==> config.mk <==
export PLATFORM = sky130hd
export DESIGN_NAME = reg_file_mp
export DESIGN_NICKNAME = d
export VERILOG_FILES = /design/src/rtl/reg_file_mp.sv
export SDC_FILE = /design/constraint.sdc
export NUM_CORES = 2
export LEC_CHECK = 0
export ABC_AREA = 0
export CAP_MARGIN = 20
export CORE_MARGIN = 4
export CORE_UTILIZATION = 60
export CTS_BUF_LIST = sky130_fd_sc_hd__clkbuf_8 sky130_fd_sc_hd__clkbuf_16
export CTS_CLUSTER_SIZE = 10
export DETAILED_ROUTE_END_ITERATION = 8
export DONT_BUFFER_PORTS = 1
export PLACE_DENSITY_LB_ADDON = 0.05
export SYNTH_ARGS = -nofsm -noshare
export SYNTH_HDL_FRONTEND = slang
export SYNTH_SLANG_ARGS = --single-unit
==> constraint.sdc <==
create_clock -name clk -period 7.7 [get_ports clk]
set_input_delay 0.77 -clock clk [delete_from_list [all_inputs] [get_ports clk]]
set_output_delay 0.77 -clock clk [all_outputs]
set_load 0.01 [all_outputs]
==> src/rtl/reg_file_mp.sv <==
// Multi-port integer register file: two write ports, NRD combinational read ports,
// optional write-to-read bypass, and a post-reset sequential clear engine.
module reg_file_mp #(
    parameter int unsigned     XLEN      = 32,
    parameter int unsigned     NREGS     = 32,
    parameter int unsigned     AW        = 5,
    parameter int unsigned     NRD       = 2,
    parameter int unsigned     BYPASS    = 1,
    parameter int unsigned     SP_IDX    = 2,
    parameter logic [XLEN-1:0] SP_INIT   = XLEN'(32'h8000),
    parameter int unsigned     PROBE_IDX = 10,
    parameter int unsigned     PROBE_W   = 4
) (
    input  logic                clk,
    input  logic                reset,
    output logic                ready,
    input  logic                we0,
    input  logic [AW-1:0]       waddr0,
    input  logic [XLEN-1:0]     wdata0,
    input  logic                we1,
    input  logic [AW-1:0]       waddr1,
    input  logic [XLEN-1:0]     wdata1,
    input  logic [NRD*AW-1:0]   raddr,
    output logic [NRD*XLEN-1:0] rdata,
    output logic [PROBE_W-1:0]  probe_data
);

    typedef enum logic {CLEAR, RUN} state_t;

    state_t          state;
    logic [AW-1:0]   clr_idx;
    logic [XLEN-1:0] regs [NREGS];

    always_ff @(posedge clk or negedge reset) begin
        if (!reset) begin
            state   <= CLEAR;
            clr_idx <= '0;
            ready   <= 1'b0;
        end else begin
            case (state)
                CLEAR: begin
                    clr_idx <= clr_idx + AW'(1);
                    if (clr_idx == AW'(NREGS - 1)) begin
                        state <= RUN;
                        ready <= 1'b1;
                    end
                end
                RUN: begin
                    state <= RUN;
                    ready <= 1'b1;
                end
                default: begin
                    state   <= CLEAR;
                    clr_idx <= '0;
                    ready   <= 1'b0;
                end
            endcase
        end
    end

    // Array has no reset; the clear engine initialises it. Port 1's later NBA wins on collision.
    always_ff @(posedge clk) begin
        if (state == CLEAR) begin
            regs[clr_idx] <= (clr_idx == AW'(SP_IDX)) ? SP_INIT : '0;
        end else begin
            if (we0 && (waddr0 != '0)) regs[waddr0] <= wdata0;
            if (we1 && (waddr1 != '0)) regs[waddr1] <= wdata1;
        end
    end

    always_comb begin
        logic [AW-1:0] a;
        rdata = '0;
        a     = '0;
        for (int unsigned k = 0; k < NRD; k++) begin
            a = raddr[k*AW +: AW];
            if (ready && (a != '0)) begin
                if ((BYPASS != 0) && we1 && (waddr1 == a))
                    rdata[k*XLEN +: XLEN] = wdata1;
                else if ((BYPASS != 0) && we0 && (waddr0 == a))
                    rdata[k*XLEN +: XLEN] = wdata0;
                else
                    rdata[k*XLEN +: XLEN] = regs[a];
            end
        end
    end

    assign probe_data = ready ? regs[PROBE_IDX][PROBE_W-1:0] : '0;

endmodule

==> run summary <==
Int Pwr - 9.426 mW
Clock Root Buffer - clkbuf_16
Unique masters post-synth - 61
time the final worst path needs with I/O delays and setup - 4997 ps
switching power share of the total - 23.46%
cell with the largest stage delay on the worst path - dfrtp_1
leakage - 21.45 nW
Gate Count Post-Synth - 5102
number of I/O pins - 157
Clk Latency, worst-skew pair - 730 ps
slew at the pin with the worst max-slew slack - 1208 ps
antenna viol nets, final - 0
initial core utilization - 60.78%
length of the first detailed-routing pass in iterations - 7
Buf/Inv on CP - 2
required time at the endpoint of the critical path - 6930 ps
WL per Instance - 36.43 um
type of origin of the critical path - flop
syn_area_per_cell - 11.78 um^2
Max FO, Critical Path - 33
number of buffers inserted by port buffering - 0
EDFF count, synth - 1024
number of H-tree branching levels - 3
Net Count, Synth - 5193
maximum clock frequency - 200.1 MHz
RSZ-0062 raised after global routing - no
ratio of cells with drive above 1 in the final layout - 18.51%
first-pass GRT wire length - 309900 um
clock power share - 40.5%
total overflow reported by the global router - 0
FFs w/ async S/R, synth - 0.6790%
antenna violations before repair - 5
Hold Worst Slack - 244.2 ps
period utilization - 64.89%
die height - 324.4 um
critical path's largest stage delay - 910 ps
number of DRC violations after detailed routing - 0
classification of the worst setup path - flop to primary output
synthesized area - 60080 um^2
CTS tree - done
clock input transition at the sequential cells of the worst setup and hold paths - 60 ps
normalized max-slew margin - 19.46%
combinational power share - 8.9%
number of setup buffers added after CTS - 0
Slew Viols, Final - 0
weighted congestion at the end of routability-driven global placement - 0.9372
number of clock buffers inserted by TritonCTS - 116
power per unit of standard cell area - 192.5 nW/um^2
worst voltage drop across the vdd grid - 0.0001930 V
routed vias - 45390
dpl hpwl - 121800 um
worst hold stages - 2
proportion of synthesized chip area in sequential cells - 51.47%
number of maximum-capacitance constraint violations - 0
Post-CTS Hold Buffers - 1
Synth Flop Type - edfxtp_1
chain of cells forming the critical path - o41a_2 > buf_4 > nand2b_1 > nor3_2 > buf_4 > a221o_1
register bit count reported by yosys - 1031
area enclosed by the die boundary - 105300 um^2
Critical Path Most Common Cell - buf_4
maximum number of pins on one net before global-route repair - 259
core area - 98850 um^2
detailed router's first-iteration violation count - 8446
cell count of the worst reg-to-reg path - 6
Total Negative Setup Slacks - 0 ps
final net count - 4754
deepest clock path buffer count - 3
synth warn - 0
worst-case clock skew - 50.87 ps
total routing resource utilization after global routing - 40.90%
floorplan die width - 324.4 um
status - completed
wire length reported by the detailed router - 218400 um
delay-heaviest family, CP - buffers and inverters
sequential cell fraction of total power - 50.6%
critical path depth - 6
total of endpoints with negative setup slack in the final report - 0
switching power total - 2.889 mW
Layout area overhead - 6.454%
ratio of routed vias to standard cells - 7.569
class of the most critical hold timing path - input pin to flop
number of gates resized after cts - 0
data arrival time of the worst path - 4230 ps
number of hold violations in the final report - 0
via count of the first global-routing pass - 42840
kind of capture point of the worst setup path - primary output
row cnt - 115
total clock sinks - 1031
==> Yosys cell counts, types with 7 or more instances <==
cell type  number  area share (%)
nor2b_1         8           0.083
clkbuf_2       25            0.21
o21ai_1        10           0.083
inv_1          37            0.23
clkbuf_1      483             3.0
xnor2_1        15            0.22
dfrtp_1         7            0.29
buf_4          10            0.12
a22oi_1        62            0.77
edfxtp_1     1024              51
nor2_1        170             1.1
nand2_1      1073             6.7
and2_1         10            0.10
a22o_1        249             3.6
mux4_2        512              19
nor4_1         95            0.99
a221o_1        31            0.52
nand2b_1        8           0.083
buf_6          17            0.32
a211o_1        31            0.45
xor2_1          8            0.12
buf_1          30            0.19
a21oi_2        30            0.44
buf_2          98            0.82
o21ai_0       986             8.2
==> final timing paths <==
path / from / end / slack (ps)
max: ready / rdata[42] / 2700
min: wdata1[28] / regs[29][28] / 240
max reg2reg: state / regs[0][7] / 2990
min reg2reg: clr_idx[3] / clr_idx[3] / 570
max in group asynchronous: reset / ready / 7070
min in group asynchronous: reset / clr_idx[3] / 370
==> worst register-to-register path, stage by stage, from the launching register on <==
cell and delay (ps):
dfrtp_1 780, o311a_2 310, buf_4 670, mux2i_1 630, nand2_1 390, nor2_4 930, buf_4 570
==> logic make-up after synthesis <==
group / share of synthesized area [%]
fa+ha+maj: 0.06248
flops: 51.47
compound gates: 14.41
mux: 19.31
xor+xnor: 0.3353
buf+inv: 4.917
simple gates: 9.490
==> cell usage in the layout (no fill, tap or decap), types with 4 or more instances in the layout <==
| master | Yosys | layout |
|---|---|---|
| xnor2_1 | 15 | 15 |
| o21ai_0 | 986 | 955 |
| nand2_1 | 1073 | 1071 |
| buf_4 | 10 | 89 |
| xor2_1 | 8 | 8 |
| a221o_1 | 31 | 31 |
| o21ai_4 | 0 | 31 |
| nor2_4 | 0 | 36 |
| a22oi_1 | 62 | 62 |
| dfrtp_1 | 7 | 7 |
| edfxtp_1 | 1024 | 1024 |
| nand4_1 | 4 | 4 |
| buf_16 | 0 | 14 |
| or2_2 | 4 | 4 |
| mux2i_1 | 4 | 4 |
| nand2b_1 | 8 | 7 |
| inv_1 | 37 | 68 |
| and2_1 | 10 | 8 |
| nor2_1 | 170 | 135 |
| nand4b_1 | 4 | 4 |
| a211o_1 | 31 | 31 |
| nor2b_1 | 8 | 4 |
| nand3_1 | 4 | 4 |
| nor4_1 | 95 | 95 |
| o21ai_1 | 10 | 10 |
| a21oi_1 | 5 | 4 |
| nor2b_4 | 0 | 4 |
| a22o_1 | 249 | 249 |
| clkbuf_16 | 0 | 120 |
| a21oi_2 | 30 | 30 |
| mux4_2 | 512 | 512 |
==> stage by stage <==
stage               utilization [%]  std cells  instance area (um^2)  setup WS [ps]  power [mW]
floorplan                         -       5102                 60080           2816       7.262
finish                        64.70       5996                 63960           2703       12.32
CTS                           64.40       5982                 63660           2922       12.26
global placement              60.97       5814                 60270           3195       7.358
detailed placement            61.13       5820                 60420           3171       7.386
global route                  64.70       5993                 63950           2921       12.58
==> sequential cells by signal (all words and copies together), names as in the netlist <==
| name | cells |
|---|---|
| regs | 1024 |
| clr_idx | 5 |
| ready | 1 |
| state | 1 |
==> metal layers <==
layer / routed length, um / vias up / global-route usage [%]
met5: 139 / - / 0.5435
met3: 36780 / 618 / 15.35
li1: - / 18530 / -
met1: 77130 / 22220 / 56.38
met4: 10830 / 10 / 17.65
met2: 93530 / 4011 / 58.76
==> area by class of cell <==
| cell class | instances | area (um^2) |
|---|---|---|
| Antenna cell | 3 | 7.507 |
| Clock buffer | 123 | 3044 |
| Clock inverter | 38 | 180.2 |
| Fill cell | 7262 | 34890 |
| Inverter | 37 | 138.9 |
| Multi-Input combinational cell | 3370 | 26930 |
| Sequential cell | 1031 | 30920 |
| Tap cell | 1287 | 1610 |
| Timing Repair Buffer | 107 | 1124 |
==> power by group through the flow <==
stage / sequential, mW / combinational (mW) / clock (mW)
3_3_place_gp: 6.34 / 1.02 / 0
3_5_place_dp: 6.34 / 1.04 / 0
4_1_cts: 6.23 / 1.04 / 4.99
5_1_grt: 6.23 / 1.14 / 5.21
6_report: 6.23 / 1.10 / 4.99
2_1_floorplan: 6.35 / 0.916 / 0
(Power assumes the default switching activity.)
